[config.mk]
export PLATFORM = sky130hd
export DESIGN_NAME = boot_loader_ctrl
export DESIGN_NICKNAME = d
export VERILOG_FILES = /design/src/rtl/boot_loader_ctrl.sv
export SDC_FILE = /design/constraint.sdc
export NUM_CORES = 1
export LEC_CHECK = 0
export CAP_MARGIN = 20
export CORE_ASPECT_RATIO = 0.9
export CORE_MARGIN = 4
export CORE_UTILIZATION = 50
export CTS_CLUSTER_SIZE = 16
export DETAILED_ROUTE_END_ITERATION = 8
export PLACE_DENSITY = 0.75
export SYNTH_ARGS = -nofsm -noshare
export SYNTH_HDL_FRONTEND = slang
export SYNTH_SLANG_ARGS = --single-unit
[constraint.sdc]
create_clock -name clock -period 2.74 [get_ports clock]
set_input_delay 0.411 -clock clock [delete_from_list [all_inputs] [get_ports clock]]
set_output_delay 0.411 -clock clock [all_outputs]
set_load 0.02 [all_outputs]
[src/rtl/boot_loader_ctrl.sv]
// boot_loader_ctrl: parses a UART boot frame (A5, count, LE words) into imem writes, then releases the core.
// Optional trailing checksum byte and CSUM state are enabled by defining BOOT_CHECKSUM_EN.
module boot_loader_ctrl #(
    parameter int ADDR_W      = 10,
    parameter int TIMEOUT_CYC = 1_000_000
) (
    input  logic              clock,
    input  logic              reset,
    input  logic              io_i_boot,
    input  logic              rx_valid,
    input  logic [7:0]        rx_data,
    output logic              mem_req,
    output logic [ADDR_W-1:0] mem_addr,
    output logic [31:0]       mem_wdata,
    input  logic              mem_ack,
    output logic              core_reset,
    output logic              busy,
    output logic [1:0]        err
);
    localparam logic [2:0] S_SYNC  = 3'd0;
    localparam logic [2:0] S_LEN0  = 3'd1;
    localparam logic [2:0] S_LEN1  = 3'd2;
    localparam logic [2:0] S_DATA  = 3'd3;
    localparam logic [2:0] S_WRITE = 3'd4;
    localparam logic [2:0] S_RUN   = 3'd6;
`ifdef BOOT_CHECKSUM_EN
    localparam logic [2:0] S_CSUM   = 3'd5;
    localparam logic [2:0] S_END    = S_CSUM;
    localparam logic [1:0] ERR_CSUM = 2'b11;
`else
    localparam logic [2:0] S_END    = S_RUN;
`endif
    localparam logic [1:0] ERR_NONE    = 2'b00;
    localparam logic [1:0] ERR_TIMEOUT = 2'b01;
    localparam logic [1:0] ERR_FORMAT  = 2'b10;
    localparam int TW = (TIMEOUT_CYC > 1) ? $clog2(TIMEOUT_CYC) : 1;
    localparam logic [TW-1:0] TIMER_LAST = TW'(TIMEOUT_CYC - 1);
    localparam logic [16:0]   MAX_WORDS  = 17'd1 << ADDR_W;

    logic [2:0]        state_r, state_s;
    logic [1:0]        byte_idx_r, byte_idx_s;
    logic [16:0]       word_cnt_r, word_cnt_s;
    logic [16:0]       len_r, len_s;
    logic [7:0]        len_lo_r, len_lo_s;
    logic [23:0]       asm_r, asm_s;
    logic [7:0]        hold_r, hold_s;
    logic              hold_vld_r, hold_vld_s;
    logic [TW-1:0]     timer_r, timer_s;
    logic              mem_req_r, mem_req_s;
    logic [ADDR_W-1:0] mem_addr_r, mem_addr_s;
    logic [31:0]       mem_wdata_r, mem_wdata_s;
    logic              core_reset_r, core_reset_s;
    logic              busy_r, busy_s;
    logic [1:0]        err_r, err_s;
`ifdef BOOT_CHECKSUM_EN
    logic [7:0]        sum_r, sum_s;
`endif

    logic        in_vld_s;
    logic [7:0]  in_byte_s;
    logic [16:0] n_s;
    logic [31:0] word_s;
    logic        last_word_s;
    logic        count_en_s;
    logic        timeout_s;

    // A byte parked during WRITE takes precedence over a fresh rx byte.
    assign in_vld_s    = hold_vld_r | rx_valid;
    assign in_byte_s   = hold_vld_r ? hold_r : rx_data;
    assign n_s         = {1'b0, rx_data, len_lo_r};
    assign word_s      = {in_byte_s, asm_r};
    assign last_word_s = (word_cnt_r + 17'd1) == len_r;
    assign count_en_s  = (state_r == S_LEN0) || (state_r == S_LEN1) || (state_r == S_DATA)
`ifdef BOOT_CHECKSUM_EN
                         || (state_r == S_CSUM)
`endif
                         ;

    // Next-state and next-output computation for the whole sequencer.
    always_comb begin
        state_s      = state_r;
        byte_idx_s   = byte_idx_r;
        word_cnt_s   = word_cnt_r;
        len_s        = len_r;
        len_lo_s     = len_lo_r;
        asm_s        = asm_r;
        hold_s       = hold_r;
        hold_vld_s   = hold_vld_r;
        timer_s      = timer_r;
        mem_addr_s   = mem_addr_r;
        mem_wdata_s  = mem_wdata_r;
        err_s        = err_r;
        timeout_s    = 1'b0;
`ifdef BOOT_CHECKSUM_EN
        sum_s        = sum_r;
`endif
        if (rx_valid) begin
            timer_s = '0;
        end else if (count_en_s) begin
            if (timer_r == TIMER_LAST) begin
                timeout_s = 1'b1;
            end else begin
                timer_s = timer_r + 1'b1;
            end
        end else begin
            timer_s = timer_r;
        end

        case (state_r)
            S_SYNC: begin
                if (!io_i_boot) begin
                    state_s = S_RUN;
                end else if (rx_valid && (rx_data == 8'hA5)) begin
                    state_s    = S_LEN0;
                    err_s      = ERR_NONE;
                    word_cnt_s = 17'd0;
                    hold_vld_s = 1'b0;
                    timer_s    = '0;
`ifdef BOOT_CHECKSUM_EN
                    sum_s      = 8'd0;
`endif
                end else begin
                    state_s = S_SYNC;
                end
            end
            S_LEN0: begin
                if (rx_valid) begin
                    len_lo_s = rx_data;
                    state_s  = S_LEN1;
                end else if (timeout_s) begin
                    state_s = S_SYNC;
                    err_s   = ERR_TIMEOUT;
                end else begin
                    state_s = S_LEN0;
                end
            end
            S_LEN1: begin
                if (rx_valid) begin
                    len_s      = n_s;
                    byte_idx_s = 2'd0;
                    word_cnt_s = 17'd0;
                    if (n_s > MAX_WORDS) begin
                        state_s = S_SYNC;
                        err_s   = ERR_FORMAT;
                    end else if (n_s == 17'd0) begin
                        state_s = S_END;
                    end else begin
                        state_s = S_DATA;
                    end
                end else if (timeout_s) begin
                    state_s = S_SYNC;
                    err_s   = ERR_TIMEOUT;
                end else begin
                    state_s = S_LEN1;
                end
            end
            S_DATA: begin
                if (in_vld_s) begin
                    hold_vld_s = hold_vld_r && rx_valid;
                    hold_s     = (hold_vld_r && rx_valid) ? rx_data : hold_r;
                    byte_idx_s = byte_idx_r + 2'd1;
`ifdef BOOT_CHECKSUM_EN
                    sum_s      = sum_r + in_byte_s;
`endif
                    case (byte_idx_r)
                        2'd0:    asm_s[7:0]   = in_byte_s;
                        2'd1:    asm_s[15:8]  = in_byte_s;
                        2'd2:    asm_s[23:16] = in_byte_s;
                        default: begin
                            state_s     = S_WRITE;
                            mem_addr_s  = word_cnt_r[ADDR_W-1:0];
                            mem_wdata_s = word_s;
                        end
                    endcase
                end else if (timeout_s) begin
                    state_s = S_SYNC;
                    err_s   = ERR_TIMEOUT;
                end else begin
                    state_s = S_DATA;
                end
            end
            S_WRITE: begin
                if (rx_valid && hold_vld_r) begin
                    state_s    = S_SYNC;
                    err_s      = ERR_FORMAT;
                    hold_vld_s = 1'b0;
                end else begin
                    if (rx_valid) begin
                        hold_s     = rx_data;
                        hold_vld_s = 1'b1;
                    end else begin
                        hold_vld_s = hold_vld_r;
                    end
                    if (mem_ack && mem_req_r) begin
                        word_cnt_s = word_cnt_r + 17'd1;
                        byte_idx_s = 2'd0;
                        state_s    = last_word_s ? S_END : S_DATA;
                    end else begin
                        state_s = S_WRITE;
                    end
                end
            end
`ifdef BOOT_CHECKSUM_EN
            S_CSUM: begin
                if (in_vld_s) begin
                    hold_vld_s = 1'b0;
                    if (in_byte_s == sum_r) begin
                        state_s = S_RUN;
                    end else begin
                        state_s = S_SYNC;
                        err_s   = ERR_CSUM;
                    end
                end else if (timeout_s) begin
                    state_s = S_SYNC;
                    err_s   = ERR_TIMEOUT;
                end else begin
                    state_s = S_CSUM;
                end
            end
`endif
            S_RUN:   state_s = S_RUN;
            default: state_s = S_SYNC;
        endcase

        // Request and core reset follow the state being entered so both stay registered.
        mem_req_s    = (state_s == S_WRITE);
        core_reset_s = (state_s != S_RUN);
        busy_s       = (state_s != S_SYNC) && (state_s != S_RUN);
    end

    // State and output registers with synchronous reset.
    always_ff @(posedge clock) begin
        if (reset) begin
            state_r      <= S_SYNC;
            byte_idx_r   <= 2'd0;
            word_cnt_r   <= 17'd0;
            len_r        <= 17'd0;
            len_lo_r     <= 8'd0;
            asm_r        <= 24'd0;
            hold_r       <= 8'd0;
            hold_vld_r   <= 1'b0;
            timer_r      <= '0;
            mem_req_r    <= 1'b0;
            mem_addr_r   <= '0;
            mem_wdata_r  <= 32'd0;
            core_reset_r <= 1'b1;
            busy_r       <= 1'b0;
            err_r        <= ERR_NONE;
`ifdef BOOT_CHECKSUM_EN
            sum_r        <= 8'd0;
`endif
        end else begin
            state_r      <= state_s;
            byte_idx_r   <= byte_idx_s;
            word_cnt_r   <= word_cnt_s;
            len_r        <= len_s;
            len_lo_r     <= len_lo_s;
            asm_r        <= asm_s;
            hold_r       <= hold_s;
            hold_vld_r   <= hold_vld_s;
            timer_r      <= timer_s;
            mem_req_r    <= mem_req_s;
            mem_addr_r   <= mem_addr_s;
            mem_wdata_r  <= mem_wdata_s;
            core_reset_r <= core_reset_s;
            busy_r       <= busy_s;
            err_r        <= err_s;
`ifdef BOOT_CHECKSUM_EN
            sum_r        <= sum_s;
`endif
        end
    end

    assign mem_req    = mem_req_r;
    assign mem_addr   = mem_addr_r;
    assign mem_wdata  = mem_wdata_r;
    assign core_reset = core_reset_r;
    assign busy       = busy_r;
    assign err        = err_r;
endmodule

## Yosys cells after proc, flatten, opt, wreduce, memory -nomap -nowiden

Index checks and enable logic that the tools add are counted.

| storage, ports and cells | value |
|---|---|
| register bits after elaboration | 146 |
| bits in latches | 0 |
| memory bits (writable) | 0 |
| bits in read-only memories | 0 |
| bits of input ports | 13 |
| output and inout bits | 47 |
| word-level logic and storage cells | 131 |
| memories kept | 0 |

| operators by class | value |
|---|---|
| add/sub/neg operators | 3 |
| $mul | 0 |
| div/mod/pow operators | 0 |
| magnitude comparators | 1 |
| eq/ne operators | 25 |
| shifts and indexed selects | 0 |
| muxes and demuxes | 56 |
| bitwise gates (word level) | 2 |
| reductions and logical operators | 27 |

Operator list:

| cell | number |
|---|---|
| $mux 20 | 6 |
| $mux 17 | 5 |
| $pmux 17 s3 | 1 |
| $mux 8 | 5 |
| $mux 2 | 15 |
| $mux 3 | 9 |
| $add 20x1->20 const B | 1 |
| $eq 20x20->1 const B | 1 |
| $ne 2x2->1 const B | 10 |
| $pmux 3 s6 | 1 |
| $add 17x1->17 const B | 1 |
| $eq 17x16->1 | 1 |
| $logic_not 17->1 | 1 |
| $gt 16x11->1 const B | 1 |
| $pmux 8 s2 | 1 |
| $reduce_and 5->1 | 3 |
| $reduce_and 3->1 | 4 |
| $reduce_bool 3->1 | 4 |
| $mux 1 | 10 |
| $pmux 2 s5 | 1 |
| $eq 3x3->1 const B | 3 |
| $eq 8x8->1 const B | 1 |
| $reduce_and 7->1 | 1 |
| $eq 3x2->1 const B | 2 |
| other kinds (20) | 26 |

## Logic depth before layout (Yosys ltp)

| logic depth | value |
|---|---|
| depth in word-level cells | 10 |
| depth in mapped cells | 11 |
| mapped depth without buffers | 9 |

## Worst setup path after synthesis

No wires, ideal clock.

| path | value |
|---|---|
| kind | flip-flop to flip-flop |
| start | register word_cnt_r[1] |
| end | register busy_r (netlist: busy) |
| library setup time | 0.120 ns |
| arrival | 2.231 ns |
| required time | 2.620 ns |
| slack | 0.389 ns |
| stages on the path, launching flop included | 11 |
| buffers on the path | 1 |
| period minus slack after synthesis | 2.351 ns |
| path through | dfxtp_1 -> ha_1 -> and4_1 -> buf_4 -> xnor2_1 -> or4b_1 -> o21ai_2 -> nand4_2 -> o31ai_2 -> nor3_1 -> a211o_1 |

| between the ends | value |
|---|---|
| longest elaborated chain between the ends | 8 |
| elaborated cells between the ends (all ways) | 9 |
| those cells by class | add/sub (1); eq/ne (2); mux (4); reduce/logical (2) |

Ends and longest elaborated chain:

| element | RTL line | text |
|---|---|---|
| from (decl) | 42 | `logic [16:0] word_cnt_r, word_cnt_s;` |
| from (signal assigned) | 255 | `word_cnt_r <= word_cnt_s;` |
| $add 17x1->17 * | 72 | `assign last_word_s = (word_cnt_r + 17'd1) == len_r;` |
| $eq 17x16->1 * | 72 |  |
| $mux 3 * | 197 | `state_s = last_word_s ? S_END : S_DATA;` |
| $mux 3 * | 194 | `if (mem_ack && mem_req_r) begin` |
| $mux 3 * | 183 | `if (rx_valid && hold_vld_r) begin` |
| $pmux 3 s6 * | 109 | `case (state_r)` |
| $ne 3x3->1 or $reduce_bool 3->1 (tied branches) | 228 | `busy_s = (state_s != S_SYNC) && (state_s != S_RUN);` |
| $logic_and 1x1->1 * | 228 |  |
| to (signal assigned) | 266 | `busy_r <= busy_s;` |
| to (decl) | 53 | `logic busy_r, busy_s;` |

Mark *: on every way between the ends. The rest lies on a longest branch, timed or not.
A chain may end at the register's enable or synchronous reset.

## Final worst setup path

Ends and elaborated chain as after synthesis.

==> flow_metrics.py <==
metrics = {
    "clock_tree": {
        "cts_buffers": 17,
        "htree_levels": 4,
        "clk_pin_slew_ns": 0.07,
        "clock-root-buffer": "clkbuf_16",
        "clockBufferDepth": 2,
        "cts_tree": "yes",
        "clock_sinks": 146,
        "insertion_delay_ns": 0.43,
    },
    "cells_and_area": {
        "register_area_mm2": 0.00292,
        "fillers": 1087,
        "multi_input_area_mm2": 0.00332,
        "final_cell_mix": "dfxtp_1 (146), nand2_1 (136), nor2_1 (101)",
        "n_antenna_cell": 0,
        "nNetsFinal": 862,
        "final_common_cell": "dfxtp_1",
        "drive_gt1_frac": 0.0935,
        "area.growth.synth_to_final_pct": 21.5,
    },
    "detailed_routing": {
        "drtPass1Iterations": 7,
        "drtIter0Drc": 338,
        "ant_nets": 0,
        "wl_mm": 16.2,
        "vias": 5794,
        "drc": 0,
        "vias_per_cell": 5.68,
        "wl_per_cell_um": 15.9,
    },
    "floorplan": {
        "initial_core_util": 0.511,
        "die-area_mm2": 0.0149,
        "die_w_um": 128,
        "rows": 39,
        "die_h_um": 116,
        "core_area_mm2": 0.0127,
        "pin_count": 60,
    },
    "timing": {
        "tns_ns": 0,
        "worst_pin_slew_ns": 0.610,
        "drv_slew": 0,
        "min_period_ns": 2.56,
        "skew_ns": 0.0100,
        "fmax_ghz": 0.391,
        "fin_crit_sh": 0.933,
        "setup_violations": 0,
        "relSlewSlack": 0.582,
        "hold_viol_final": 0,
        "finalWorstSetupSlack_ns": 0.183,
        "rsz0062_at_grt": "false",
        "hold_slack_ns": 0.421,
    },
    "global_route": {
        "grt_usage": 0.223,
        "grt_pass1_wl_mm": 26.8,
        "overflow": 0,
        "grt_antenna_before_repair": 0,
        "first_global_vias": 5613,
        "grt_max_degree": 59,
    },
    "critical_path": {
        "critPathLaunchType": "flip-flop",
        "cpMaxStageDelayCell": "and4_1",
        "worstPathArrival_ns": 2.86,
        "critPathCaptureType": "flip-flop",
        "cp_common_cell": "nand4_1",
        "critPathMaxFanout": 8,
        "crit_type": "reg -> reg",
        "slowest_delay_ns": 0.35,
        "crit_chain": "ha_1 -> and4_1 -> nand4_1 -> xnor2_1 -> o22ai_1 -> nand4_1 -> o31ai_2 -> nor3_1 -> a211o_1",
        "worstPathRequired_ns": 3.05,
    },
    "yosys": {
        "synth_edf_count": 0,
        "yosysWarnings": 0,
        "syn-cell-area_mm2": 0.00648,
        "avgSynthCellArea_um2": 8.26,
        "synth-seq-area-share": 0.451,
        "synth_area_leader_cell": "dfxtp_1",
        "synth-async-reset-ratio": 0,
        "ys.flop_type": "dfxtp_1",
        "synth_seq_cells": 146,
        "synth_cell_types": 60,
        "yosys.area.top_type_share": 0.451,
        "syn-num-nets": 804,
        "synthCells": 785,
        "synth_area_leaders": "dfxtp_1 (45%), nand2_1 (7.9%), nor2_1 (5.8%), a21oi_1 (5.6%), mux2i_1 (4.3%)",
    },
    "outcome": {
        "status": "completed",
    },
    "place": {
        "place_hpwl_mm": 11.1,
        "place_ws_ns": 0.0851,
        "place_congestion": 0.934,
        "portBuffers": 59,
    },
    "flow_run": {
        "cap_violations": 0,
    },
    "worst_hold_path": {
        "hold_path_class": "in -> reg",
    },
    "pwr": {
        "powerDensity_mw_per_mm2": 604,
        "leakage_nw": 2.70,
        "peakVddDrop_mv": 0.567,
    },
}
[registers in the layout, indices dropped and copies added, names as in the netlist, 3 cells and up]
name        cells
mem_addr       10
timer_r        20
len_lo_r        8
len_r          16
state_r         3
word_cnt_r     17
asm_r          24
hold_r          8
mem_wdata      32
[metrics by stage]
stage               total power, mW  area, um2  std cells   util
finish                         4.76       7880       1020  0.621
global route                   4.93       7880       1020  0.621
CTS                            4.79       7870       1020  0.620
detailed placement             2.60       7310        988  0.576
global placement               2.59       7310        988  0.576
floorplan                      2.47       6480        785      -
[worst paths after layout]
| check | startpoint | endpoint | slack [ns] | cells after the start |
|---|---|---|---|---|
| setup / recovery | word_cnt_r[1] | busy | 0.18 | 9 |
| hold / removal | reset | hold_r[3] | 0.42 | 2 |
| setup reg to reg | word_cnt_r[1] | busy | 0.18 | 9 |
| hold reg to reg | mem_addr[9] | mem_addr[9] | 0.46 | 2 |
[metal layers]
layer | track usage | vias to the layer above | wire length (um)
met1 | 0.277 | 2767 | 7370
li1 | - | 2854 | -
met2 | 0.365 | 136 | 7760
met3 | 0.0604 | 37 | 692
met4 | 0.0983 | 0 | 370
met5 | 0 | - | 0
[logic make-up (layout without fill, tap and decap cells)]
logic type	count (synthesis)	in the layout	share of synthesized area
buffers and inverters	61	132	0.0392
AO/OA/AOI/OAI	163	163	0.158
adder cells (fa/ha/maj)	6	6	0.0116
AND/OR/NAND/NOR	342	342	0.244
multiplexers	28	28	0.0432
XOR/XNOR	39	39	0.0527
flip-flops	146	146	0.451
[area by class of cell]
type | instances | share of cell area
tap | 164 | 0.0260
clock buffer | 19 | 0.0562
sequential | 146 | 0.371
inverter | 6 | 0.00286
clock inverter | 13 | 0.0146
multi-input combinational | 578 | 0.421
timing repair buffer | 94 | 0.108
[repair_timing]
action,in CTS,in global routing
gates resized for setup,0,2
endpoints found under the setup margin,0,1
hold buffers,0,0
buffers inserted,0,0
[where the power goes]
group	switching, mW	internal [mW]
clock network	0.980	1.22
logic	0.232	0.146
registers	0.0336	2.15
total	1.25	3.52
[worst max-delay path, delay by kind of cell, from the launching register on]
kind                       cells  cell delay, ns
xor gates and xnor gates       1            0.19
AOI/OAI and AO/OA              3            0.77
DFF                            1            0.34
adders and majority gates      1            0.29
and+or+nand+nor                4            0.85
[synthesized netlist by cell type (3+ instances only)]
cell type / instances
nor3_1: 16
nor4_1: 6
and3_1: 5
nand3b_1: 5
dfxtp_1: 146
inv_1: 6
xnor2_1: 21
ha_1: 6
a31oi_1: 4
a21oi_1: 72
nand3_1: 20
nand4_1: 11
a311oi_1: 9
and2_1: 4
nor2_1: 101
or3_1: 11
clkbuf_1: 41
a211oi_1: 34
nand2_1: 136
a211o_1: 3
o21ai_1: 3
a22oi_1: 3
nand4_2: 3
buf_4: 4
a21o_1: 4
xor2_1: 18
mux2i_1: 28
buf_2: 8
o21ai_0: 15
and4_1: 4
No activity file was read; power rests on OpenSTA's default activity.
